==> config.mk <==
export PLATFORM = sky130hd
export DESIGN_NAME = digit_serial_add_ctrl_flat
export DESIGN_NICKNAME = d
export VERILOG_FILES = /design/src/rtl/digit_serial_add_ctrl_if.sv /design/src/rtl/digit_serial_add_ctrl.sv /design/src/flat_wrapper.sv
export SDC_FILE = /design/constraint.sdc
export NUM_CORES = 1
export LEC_CHECK = 0
export ABC_AREA = 1
export CORE_ASPECT_RATIO = 1.5
export CORE_MARGIN = 8
export CORE_UTILIZATION = 41
export CTS_CLUSTER_DIAMETER = 60
export DETAILED_ROUTE_END_ITERATION = 6
export GPL_TIMING_DRIVEN = 0
export PLACE_DENSITY = 0.79
export SYNTH_ARGS = -nofsm -noshare
export SYNTH_HDL_FRONTEND = slang
export SYNTH_SLANG_ARGS = --single-unit
==> constraint.sdc <==
create_clock -name clk -period 1.54 [get_ports clk]
set_input_delay 0.231 -clock clk [delete_from_list [all_inputs] [get_ports clk]]
set_output_delay 0.231 -clock clk [all_outputs]
set_load 0.02 [all_outputs]
==> src/rtl/digit_serial_add_ctrl_if.sv <==
// Requester-side bus of digit_serial_add_ctrl (start/ready/done handshake, operands, result).
// Macro DSA_OVERFLOW_EN adds the registered signed-overflow flag ovf.
interface digit_serial_add_ctrl_if #(
  parameter int WIDTH = 8
);
  logic             start;
  logic [WIDTH-1:0] a;
  logic [WIDTH-1:0] b;
  logic             cin;
  logic             ready;
  logic             busy;
  logic             done;
  logic [WIDTH-1:0] sum;
  logic             cout;
`ifdef DSA_OVERFLOW_EN
  logic             ovf;

  modport master (output start, a, b, cin, input ready, busy, done, sum, cout, ovf);
  modport slave  (input start, a, b, cin, output ready, busy, done, sum, cout, ovf);
`else
  modport master (output start, a, b, cin, input ready, busy, done, sum, cout);
  modport slave  (input start, a, b, cin, output ready, busy, done, sum, cout);
`endif
endinterface

==> src/rtl/digit_serial_add_ctrl.sv <==
// Digit-serial WIDTH-bit adder sequencer driving an external 2-bit ripple slice, LSB digit first.
// Optional macro DSA_OVERFLOW_EN adds the registered two's-complement overflow output req.ovf.
module digit_serial_add_ctrl #(
  parameter int WIDTH = 8
) (
  input  logic                 clk,
  input  logic                 rst_n,
  digit_serial_add_ctrl_if.slave req,
  output logic [1:0]           slice_a,
  output logic [1:0]           slice_b,
  output logic                 slice_cin,
  input  logic [1:0]           slice_s,
  input  logic                 slice_cout
);

  localparam int DIGITS = WIDTH / 2;
  localparam int CNT_W  = (DIGITS > 1) ? $clog2(DIGITS) : 1;
  localparam logic [CNT_W-1:0] LAST_CNT = CNT_W'(DIGITS - 1);

  typedef enum logic [1:0] {IDLE, RUN, DONE} state_t;

  state_t           state;
  state_t           state_nxt;
  logic [WIDTH-1:0] sa;
  logic [WIDTH-1:0] sb;
  logic [WIDTH-1:0] acc;
  logic [WIDTH-1:0] acc_nxt;
  logic [WIDTH-1:0] sum_r;
  logic             carry;
  logic             cout_r;
  logic [CNT_W-1:0] cnt;
  logic             last_digit;
  logic             ready_c;
  logic             busy_c;
  logic             done_c;

  assign last_digit = (cnt == LAST_CNT);
  // New digit enters at the top; after DIGITS shifts acc holds the whole sum.
  assign acc_nxt    = WIDTH'({slice_s, acc} >> 2);

  always_ff @(posedge clk) begin
    if (!rst_n) state <= IDLE;
    else        state <= state_nxt;
  end

  always_comb begin
    state_nxt = state;
    case (state)
      IDLE:    if (req.start) state_nxt = RUN;
      RUN:     if (last_digit) state_nxt = DONE;
      DONE:    state_nxt = IDLE;
      default: state_nxt = IDLE;
    endcase
  end

  always_comb begin
    ready_c   = (state == IDLE);
    busy_c    = (state == RUN);
    done_c    = (state == DONE);
    slice_a   = 2'b00;
    slice_b   = 2'b00;
    slice_cin = 1'b0;
    if (state == RUN) begin
      slice_a   = sa[1:0];
      slice_b   = sb[1:0];
      slice_cin = carry;
    end
  end

  always_ff @(posedge clk) begin
    if (!rst_n) begin
      sa     <= '0;
      sb     <= '0;
      acc    <= '0;
      carry  <= 1'b0;
      cnt    <= '0;
      sum_r  <= '0;
      cout_r <= 1'b0;
    end else if (state == IDLE) begin
      if (req.start) begin
        sa    <= req.a;
        sb    <= req.b;
        carry <= req.cin;
        cnt   <= '0;
      end
    end else if (state == RUN) begin
      sa    <= sa >> 2;
      sb    <= sb >> 2;
      carry <= slice_cout;
      acc   <= acc_nxt;
      cnt   <= cnt + CNT_W'(1);
      if (last_digit) begin
        sum_r  <= acc_nxt;
        cout_r <= slice_cout;
      end
    end
  end

`ifdef DSA_OVERFLOW_EN
  logic ovf_r;
  logic carry_into_msb;

  // On the last digit sa/sb hold the top digit, so bit 1 is the operand MSB.
  assign carry_into_msb = sa[1] ^ sb[1] ^ slice_s[1];

  always_ff @(posedge clk) begin
    if (!rst_n)                        ovf_r <= 1'b0;
    else if (state == RUN && last_digit) ovf_r <= carry_into_msb ^ slice_cout;
  end

  assign req.ovf = ovf_r;
`endif

  assign req.ready = ready_c;
  assign req.busy  = busy_c;
  assign req.done  = done_c;
  assign req.sum   = sum_r;
  assign req.cout  = cout_r;

endmodule

==> src/flat_wrapper.sv <==
// flat-port wrapper written by rule: the top's interface ports become plain ports
module digit_serial_add_ctrl_flat 
#(
  parameter int WIDTH = 8
)
  (clk, rst_n, slice_a, slice_b, slice_cin, slice_s, slice_cout, req_start, req_a, req_b, req_cin, req_ready, req_busy, req_done, req_sum, req_cout);
  digit_serial_add_ctrl_if #(.WIDTH(WIDTH)) req_i ();
  input  logic clk;
  input  logic rst_n;
  output logic [1:0] slice_a;
  output logic [1:0] slice_b;
  output logic slice_cin;
  input  logic [1:0] slice_s;
  input  logic slice_cout;
  input wire logic [$bits(req_i.start)-1:0] req_start;
  input wire logic [$bits(req_i.a)-1:0] req_a;
  input wire logic [$bits(req_i.b)-1:0] req_b;
  input wire logic [$bits(req_i.cin)-1:0] req_cin;
  output wire logic [$bits(req_i.ready)-1:0] req_ready;
  output wire logic [$bits(req_i.busy)-1:0] req_busy;
  output wire logic [$bits(req_i.done)-1:0] req_done;
  output wire logic [$bits(req_i.sum)-1:0] req_sum;
  output wire logic [$bits(req_i.cout)-1:0] req_cout;
  assign req_i.start = req_start;
  assign req_i.a = req_a;
  assign req_i.b = req_b;
  assign req_i.cin = req_cin;
  assign req_ready = req_i.ready;
  assign req_busy = req_i.busy;
  assign req_done = req_i.done;
  assign req_sum = req_i.sum;
  assign req_cout = req_i.cout;
  digit_serial_add_ctrl #(.WIDTH(WIDTH)) u_core (.clk(clk), .rst_n(rst_n), .req(req_i), .slice_a(slice_a), .slice_b(slice_b), .slice_cin(slice_cin), .slice_s(slice_s), .slice_cout(slice_cout));
endmodule
==> results of run 1 <==
## logic make-up after synthesis
group,after synthesis,synth area share [%]
buffers and inverters,37,9.47
AOI/OAI and AO/OA,52,16.8
DFF,36,45.9
and+or+nand+nor,100,27.1
adders and majority gates,1,0.796
## synth_stat cells (all sizes together)
library cell  instances  area (sq um)
nor2                 46           185
buf                   8          40.0
ha                    1          12.5
inv                  25          93.8
nand2                37           139
nand3                 4          20.0
o21ai                29           149
dfxtp                36           721
a21oi                23           115
or2                  13          81.3
clkbuf                4          15.0
## cells in the final DEF, fill, tap and decap left out, drive strengths merged
master,n
dfxtp,36
clkdlybuf4s15,1
nor2,46
nand3,4
or2,13
inv,25
ha,1
nand2,37
clkdlybuf4s50,30
clkbuf,11
buf,22
clkinv,2
a21oi,23
o21ai,29
## layout make-up
class / count / area share [%]
clock inverter: 2 / 0.461
clock buffer: 6 / 3.80
multi-input combinational: 153 / 32.8
buffer: 12 / 3.40
tap: 43 / 2.48
sequential: 36 / 33.4
inverter: 25 / 4.44
timing repair buffer: 46 / 19.3
## path summary, 6_finish.rpt
check	startpoint	to	slack, ns	depth (start not counted)
worst min-delay path	rst_n	u_core.acc[7]	0.33	3
worst min register to register	u_core.sb[6]	u_core.sb[6]	0.47	2
worst max register to register	u_core.state[0]	u_core.sb[4]	0.25	6
worst max-delay path	u_core.req.cout	req_cout	0.06	1
## repair_timing
item	4_1_cts	5_1_grt
setup endpoints to repair	8	13
hold buffers	0	0
setup buffers	0	8
gates cloned	0	0
gates resized for setup	42	5
pin swaps	0	1
## metrics by stage
step	hold WS, ns	instance area (sq um)	total power [W]	setup slack, ns	utilization (%)
after floorplan	0.366	1570	0.00121	0.251	-
after global placement	0.450	2010	0.00133	-0.306	54.5
after detailed placement	0.454	2010	0.00133	-0.310	54.5
after CTS	0.334	2100	0.00202	-0.0000817	57.2
after global routing	0.383	2170	0.00212	-0.00612	59.0
final	0.326	2170	0.00203	0.0596	59.0
## registers in the layout, indices dropped and copies added, names as in the netlist
| name | flops |
|---|---|
| u_core.req.cout | 1 |
| u_core.acc | 6 |
| u_core.cnt | 2 |
| u_core.sb | 8 |
| u_core.req.sum | 8 |
| u_core.sa | 8 |
| u_core.state | 2 |
| u_core.carry | 1 |
## metal layers
| layer | vias up | share of wire (%) |
|---|---|---|
| met1 | 675 | 41 |
| met5 | - | 0 |
| li1 | 810 | - |
| met4 | 0 | 1.6 |
| met2 | 46 | 50 |
| met3 | 5 | 6.9 |
## power by group through the flow
stage | clock (W) | combinational [W] | sequential, W
floorplan | 0 | 0.000188 | 0.00102
global placement | 0 | 0.000303 | 0.00103
detailed placement | 0 | 0.000306 | 0.00103
CTS | 0.000699 | 0.000312 | 0.00101
global route | 0.000730 | 0.000375 | 0.00101
finish | 0.000691 | 0.000332 | 0.00101
==> flow_summary.yaml, run 1 <==
synth:
  syn-instance-count: 226
  synth.cell_area_sq_um: 1570
  ys_types: 19
  syn-num-nets: 250
  ys_ff_latch: 36
  yosysWarningCount: 0
  ys_seq_area_share_pct: 45.9
  syn_avg_cell_area_sq_um: 6.95
pwr:
  ir_worst_vdd_mv: 1.05
  p_clk_share_pct: 34.1
  powerDensity_nw_per_um2: 934
  p_leak_nw: 0.957
  p_sw_w: 0.000527
  internal-power_w: 0.00150
  p_comb_share_pct: 16.3
  pwr-share-seq_pct: 49.6
  switching_share_pct: 26.0
global_routing:
  busiest_layer: "met2"
  grt_max_degree: 12
  grtUsageMet3_pct: 4.99
  gr-usage-met1_pct: 15.0
  grt_pass1_wl_um: 6830
  grt_pass1_vias: 1535
  grtUsageTotal_pct: 14.0
  grt.overflow.total: 0
  antenna_found_initial: 0
  grtUsageMet2_pct: 23.5
finish:
  drive_gt1_share_pct: 14.3
  fin_nets: 303
  antenna_cells: 0
  multi_input_area_sq_um: 712
  area_growth_pct: 38.2
  final-seq-area_sq_um: 724
  finalNonFillerCells: 323
  nFillCells: 329
placement:
  gp_congestion: 0.804
  dp.final_hpwl_um: 2810
  dpl.cell_count: 307
  port_buffers: 38
clock_tree:
  root_buffer: "clkbuf_8"
  cts.sinks: 36
  cts_tree: "built"
  clk_pin_slew_ns: 0.07
  clkLatencyLatePin_ns: 0.29
  clockBufferDepth: 2
  numCtsBuffers: 5
  htree_levels: 2
setup_path:
  crit_type: "reg2out"
  crit_chain: "clkdlybuf4s50_1"
  critical_path_required_ns: 1.31
  slowest_stage: "clkdlybuf4s50_1"
  max_stage_delay_ns: 0.61
  setup.worst_path.end_class: "primary output"
  crit_fanout: 2
  arrival_ns: 1.25
  crit_family: "buffers and inverters"
  path_buf_inv: 1
  startpoint_type: "register"
sta:
  slew_violations: 0
  hold_viol_final: 0
  min_period_ns: 1.48
  clock_skew_ns: 0.00478
  setup_viol: 0
  period_share_pct: 96.1
  relSlewSlack_pct: 69.8
  worst_pin_slew_ns: 0.453
  timing.fmax_ghz: 0.675
  tns_ns: 0
route:
  num_vias: 1536
  drt_iter0_drc: 51
  drt-vias-per-instance: 4.76
  drt_wl_total_um: 4000
  wl_per_cell_um: 12.4
  ant_nets: 0
  firstDrtPassIters: 4
  drc: 0
floorplan:
  die-area_sq_um: 6110
  die_w_um: 66.6
  initial_utilization_pct: 42.7
  floorplan.rows: 27
  fp.dieH_um: 91.8
  core_area_sq_um: 3680
  io_pins: 40
job:
  max_cap_violations: 0
outcome:
  status: "finished, final reports clean"
hold_path:
  hold_class: "in2reg"
No activity file was read; power rests on OpenSTA's default activity.
==> run 2, diff against run 1 <==
--- a/config.mk
+++ b/config.mk
@@ -6,7 +6,7 @@
 export NUM_CORES = 1
 export LEC_CHECK = 0
 export ABC_AREA = 1
-export CORE_ASPECT_RATIO = 1.5
+export CORE_ASPECT_RATIO = 0.8
 export CORE_MARGIN = 8
 export CORE_UTILIZATION = 41
 export CTS_CLUSTER_DIAMETER = 60
==> run 2 against run 1 <==
Effect of this change:
- wire length shrank 4.6%
- final cell count shrank 1.5%
- global-route usage shrank 1.5 points
- register-to-register slack lost 0.08 ns
- flip-flop and latch count is the same
- fmax is essentially flat
- setup slack gained 0.00096 ns
- first-iteration DRC count grew 59%
- non-clock buffer count shrank 6
- critical path type unchanged
==> flow_summary.yaml, run 2 (synthesized netlist as in run 1, its figures left out) <==
finish:
  area_growth_pct: 35.1
  final_common_cell: "nor2_1"
  finalNonFillerCells: 318
  fin_nets: 297
  layout_common_cells: "42 x nor2_1, 36 x nand2_1, 35 x dfxtp_1, 30 x clkdlybuf4s50_1"
  nFillCells: 359
  antenna_cells: 0
  drive_gt1_share_pct: 12.4
sta:
  relSlewSlack_pct: 69.7
  tns_ns: 0
  hold_viol_final: 0
  timing.fmax_ghz: 0.676
  period_share_pct: 96.1
  worst_pin_slew_ns: 0.454
  slew_violations: 0
  min_period_ns: 1.48
  setup_viol: 0
  worst_slack_ns: 0.0606
  hold-worst-slack_ns: 0.328
  clock_skew_ns: 0.00464
route:
  drt_iter0_drc: 81
  drc: 0
  drt-vias-per-instance: 4.56
  wl_per_cell_um: 12.0
  drt_wl_total_um: 3820
  num_vias: 1451
  ant_nets: 0
  firstDrtPassIters: 4
clock_tree:
  numCtsBuffers: 5
  cts_tree: "built"
  clkLatencyLatePin_ns: 0.29
  clk_pin_slew_ns: 0.07
  htree_levels: 2
  clockBufferDepth: 2
  cts.sinks: 36
  root_buffer: "clkbuf_8"
setup_path:
  r2r-end: "u_core.req.sum[6]"
  rr_startpoint: "u_core.cnt[0]"
  setup.worst_path.end_class: "primary output"
  slowest_stage: "dfxtp_1"
  ff2ff_path_depth: 6
  arrival_ns: 1.25
  r2r_slack_ns: 0.17
  crit_fanout: 8
  crit_chain: "buf_6 > inv_2 > nand2_2 > buf_6 > nor2_1 > buf_4"
  crit_top_cell: "buf_6"
  crit_family: "buffers and inverters"
  critical_path_required_ns: 1.31
  crit_type: "reg2out"
  max_stage_delay_ns: 0.31
  path_buf_inv: 4
  startpoint_type: "register"
floorplan:
  io_pins: 40
  fp.dieH_um: 71.4
  die-area_sq_um: 6080
  floorplan.rows: 20
  core_area_sq_um: 3730
  initial_utilization_pct: 42.1
  die_w_um: 85.2
pwr:
  p_leak_nw: 0.918
  powerDensity_nw_per_um2: 948
  p_clk_share_pct: 34.3
  p_comb_share_pct: 15.8
  ir_worst_vdd_mv: 0.586
  switching_share_pct: 25.5
  p_sw_w: 0.000514
  internal-power_w: 0.00150
  pwr-share-seq_pct: 50.0
hold_path:
  whs_endpoint: "u_core.acc[7]"
  hold_class: "in2reg"
  holdPathStages: 3
  hp-start: "rst_n"
global_routing:
  grt_pass1_wl_um: 6090
  grt.overflow.total: 0
  grt_pass1_vias: 1310
  antenna_found_initial: 0
  grt_max_degree: 11
  grtUsageTotal_pct: 12.5
placement:
  dp.final_hpwl_um: 2620
  dpl_worst_slack_ns: -0.272
  gp_congestion: 0.767
  dpl.cell_count: 308
  port_buffers: 38
outcome:
  status: "finished, final reports clean"
job:
  max_cap_violations: 0
run 2: timing repair:
action | in CTS | in global routing
endpoints found under the setup margin | 8 | 8
gates resized for setup | 38 | 10
pin swaps | 1 | 0
hold buffers | 0 | 0
buffers inserted | 1 | 1
run 2: area by class of cell:
cell class / instances / area [sq um] / share of cell area (%)
Buffer: 12 / 73.8 / 3.48
Timing Repair Buffer: 40 / 374 / 17.6
Inverter: 25 / 93.8 / 4.42
Sequential cell: 36 / 724 / 34.1
Tap cell: 44 / 55.1 / 2.59
Multi-Input combinational cell: 153 / 712 / 33.5
Clock buffer: 8 / 90.1 / 4.24
run 2: worst max path at each step:
| stage | from | to | slack [ns] | depth (start not counted) |
|---|---|---|---|---|
| 4_1_cts | u_core.state[1] | slice_b[1] | 0.00007 | 6 |
| 2_1_floorplan | u_core.state[0] | slice_a[0] | 0.25 | 4 |
| 5_1_grt | u_core.state[1] | slice_b[1] | -0.0008 | 6 |
| 6_report | u_core.state[1] | slice_b[1] | 0.06 | 6 |
| 3_3_place_gp | u_core.state[0] | slice_b[1] | -0.25 | 5 |
| 3_5_place_dp | u_core.state[0] | slice_b[1] | -0.27 | 5 |
run 2: stage by stage:
step / total power (W) / util (%) / area (sq um)
after CTS: 0.00201 / 56.5 / 2110
after floorplan: 0.00121 / - / 1570
after global routing: 0.00211 / 56.9 / 2120
final: 0.00201 / 56.9 / 2120
after detailed placement: 0.00133 / 53.8 / 2010
after global placement: 0.00132 / 53.8 / 2010
run 2: power groups by stage:
stage / registers (W) / clock network [W] / logic, W
2_1_floorplan: 0.00102 / 0 / 0.000188
3_3_place_gp: 0.00102 / 0 / 0.000300
3_5_place_dp: 0.00103 / 0 / 0.000303
4_1_cts: 0.00101 / 0.000698 / 0.000310
5_1_grt: 0.00101 / 0.000745 / 0.000356
6_report: 0.00101 / 0.000690 / 0.000318
run 2: metal layers:
| layer | vias up | GRT usage, % | part of all wire [%] |
|---|---|---|---|
| li1 | 798 | - | - |
| met3 | 5 | 5.03 | 5.2 |
| met4 | 0 | 5.31 | 1.4 |
| met5 | - | 0 | 0 |
| met1 | 622 | 16.2 | 52 |
| met2 | 26 | 17.6 | 41 |
run 2: worst reg2reg max path, stage by stage (launching register included):
cell and delay, ns:
dfxtp_1 0.36, ha_1 0.16, nand2_1 0.07, nor2_2 0.31, inv_2 0.17, nor2_1 0.13, nor2_1 0.06
==> run 3, diff against run 2 <==
--- a/config.mk
+++ b/config.mk
@@ -5,11 +5,10 @@
 export SDC_FILE = /design/constraint.sdc
 export NUM_CORES = 1
 export LEC_CHECK = 0
-export ABC_AREA = 1
 export CORE_ASPECT_RATIO = 0.8
 export CORE_MARGIN = 8
 export CORE_UTILIZATION = 41
-export CTS_CLUSTER_DIAMETER = 60
+export CTS_CLUSTER_DIAMETER = 40
 export DETAILED_ROUTE_END_ITERATION = 6
 export GPL_TIMING_DRIVEN = 0
 export PLACE_DENSITY = 0.79
==> run 3 against run 2 <==
Effect of this change:
- flip-flop and latch count unchanged
- highest routed layer unchanged
- setup slack better by 0.0025 ns
- largest cell class is now multi-input combinational cells
- sequential power about the same
- critical path depth decreased by 5
- clock power hardly changed
- clock skew down 0.0015 ns
- wire length decreased by 5.4%
- power shrank 5.0%
- critical path type unchanged
==> flow_summary.yaml, run 3 <==
setup_path:
  crit_fanout: 2
  crit_type: "reg2out"
  arrival_ns: 1.25
  setup.worst_path.end_class: "primary output"
  crit_chain: "clkdlybuf4s50_1"
  slowest_stage: "clkdlybuf4s50_1"
  rr_startpoint: "u_core.cnt[0]"
  critical_path_required_ns: 1.31
  critPathLaunch: "u_core.req.sum[1]"
  max_stage_delay_ns: 0.61
  startpoint_type: "register"
  crit_family: "buffers and inverters"
  path_buf_inv: 1
outcome:
  status: "finished, final reports clean"
floorplan:
  fp.dieH_um: 70.3
  die_w_um: 83.9
  initial_utilization_pct: 43.5
  die-area_sq_um: 5890
  core_area_sq_um: 3470
  floorplan.rows: 19
  io_pins: 40
synth:
  ys_types: 27
  synth.cell_area_sq_um: 1510
  syn-num-nets: 192
  syn-instance-count: 168
  ys_seq_area_share_pct: 47.7
  synthTopCellsByCount: "36 x dfxtp_1, 36 x nand2_1, 16 x a21boi_1, 10 x o21ai_0, 9 x nand3_1"
  syn_avg_cell_area_sq_um: 8.99
  synth_area_leader_cell: "dfxtp_1"
  yosysWarningCount: 0
  synth.top_cells.by_area: "dfxtp_1 48%, nand2_1 8.9%, a21boi_1 8.0%"
  ys_async_sr_fraction_pct: 0
  synth_edf_count: 0
  yosys.area.top_type_share_pct: 47.7
  ys_ff_latch: 36
  ys.flop_type: "dfxtp_1"
global_routing:
  grt.overflow.total: 0
  grtUsageTotal_pct: 12.7
  antenna_found_initial: 0
  grt_max_degree: 20
  grt_pass1_vias: 1295
  grt_pass1_wl_um: 6110
clock_tree:
  cts.sinks: 36
  clockBufferDepth: 2
  htree_levels: 2
  root_buffer: "clkbuf_8"
  numCtsBuffers: 5
  clk_pin_slew_ns: 0.07
  clkLatencyLatePin_ns: 0.29
  cts_tree: "built"
placement:
  port_buffers: 39
  gp_congestion: 0.780
  place_area_sq_um: 1950
  dp.final_hpwl_um: 2660
job:
  max_cap_violations: 0
route:
  wl_per_cell_um: 14.1
  drt_iter0_drc: 87
  firstDrtPassIters: 4
  drt_wl_total_um: 3610
  drt-vias-per-instance: 5.14
  drc: 0
  ant_nets: 0
  num_vias: 1315
sta:
  slew_violations: 0
  rsz0062_at_grt: "false"
  min_period_ns: 1.48
  clock_skew_ns: 0.00312
  timing.fmax_ghz: 0.677
  hold-worst-slack_ns: 0.453
  worst_pin_slew_ns: 0.501
  setup_viol: 0
  period_share_pct: 95.9
  hold_viol_final: 0
  relSlewSlack_pct: 66.5
pwr:
  p_sw_w: 0.000460
  pwr-share-seq_pct: 51.7
  powerDensity_nw_per_um2: 939
  p_comb_share_pct: 12.3
  p_clk_share_pct: 36.0
  internal-power_w: 0.00145
  ir_worst_vdd_mv: 0.461
  p_leak_nw: 0.754
  switching_share_pct: 24.1
finish:
  fin_nets: 237
  fin_util_pct: 58.7
  fin_area_sq_um: 2040
  area_growth_pct: 35.0
  drive_gt1_share_pct: 11.2
  antenna_cells: 0
  final_common_cell: "nand2_1"
  layout_common_cells: "36 x nand2_1, 34 x dfxtp_1, 31 x clkdlybuf4s50_1, 16 x a21boi_1, 10 x o21ai_0"
hold_path:
  hp-start: "u_core.req.sum[6]"
  hold_class: "reg2reg"
==> run 3: changes by cell type in the layout (fill, tap and decap cells not counted), sizes merged, moves of 6 or more <==
cell,before,now
or2,13,0
a21boi,0,21
nor2,46,2
o21ai,29,13
o2bb2ai,0,6
a22o,0,7
a22oi,0,6
a21oi,23,0
inv,25,1
==> run 3: metrics by stage <==
step	total power [W]	setup WS (ns)	TNS (ns)	instances
floorplan	0.00113	0.185	0	168
global placement	0.00124	-0.404	-3.23	249
detailed placement	0.00125	-0.411	-3.45	249
CTS	0.00193	-0.00674	-0.0303	256
global route	0.00200	0.00211	0	256
finish	0.00191	0.0630	0	256
==> run 3: worst paths after layout <==
path,to,slack (ns),cells after the start
worst max-delay path,req_sum[1],0.06,1
worst min-delay path,u_core.req.sum[6],0.45,2
worst max register to register,u_core.req.sum[1],0.25,4
worst min register to register,u_core.req.sum[6],0.45,2
==> run 3: repair_timing <==
item | 4_1_cts | 5_1_grt
resized for setup | 29 | 10
setup buffers | 1 | 0
endpoints found under the setup margin | 8 | 7
endpoints found under the hold margin | 0 | 0
hold buffers | 0 | 0
==> run 3: routing by layer <==
| layer | up-vias | global-route usage [%] | wire, um |
|---|---|---|---|
| met5 | - | 0 | 0 |
| met4 | 0 | 5.16 | 55 |
| met3 | 7 | 6.03 | 258 |
| met2 | 34 | 19.1 | 1540 |
| met1 | 593 | 15.3 | 1760 |
| li1 | 681 | - | - |
==> run 3: worst reg2reg max path, cell delays in order (launching register included) <==
cell      delay, ns
dfxtp_1        0.35
ha_1           0.19
clkbuf_1       0.39
nand3_1        0.13
a21boi_1       0.16
==> run 3: cell families (layout without fill, tap and decap cells) <==
family	Yosys count	count (layout)	synth area share, %
buffers and inverters	12	58	3.89
AOI/OAI and AO/OA	55	55	26.3
and+or+nand+nor	64	64	21.3
DFF	36	36	47.7
adders and majority gates	1	1	0.828
==> run 3: power by group through the flow <==
stage	registers (W)	clock network, W	logic (W)
final	0.000989	0.000689	0.000235
after global routing	0.000993	0.000752	0.000259
after CTS	0.000990	0.000703	0.000235
after detailed placement	0.00101	0	0.000235
after global placement	0.00101	0	0.000232
after floorplan	0.00100	0	0.000129
==> run 3: layout make-up <==
type | instances | area, sq um
fillers | 318 | 1430
multi-input cells | 120 | 736
flip-flops and latches | 36 | 726
repair buffers | 40 | 368
clock buffers | 8 | 90.1
plain buffers | 9 | 55.1
well taps | 42 | 52.6
inverters | 1 | 11.3
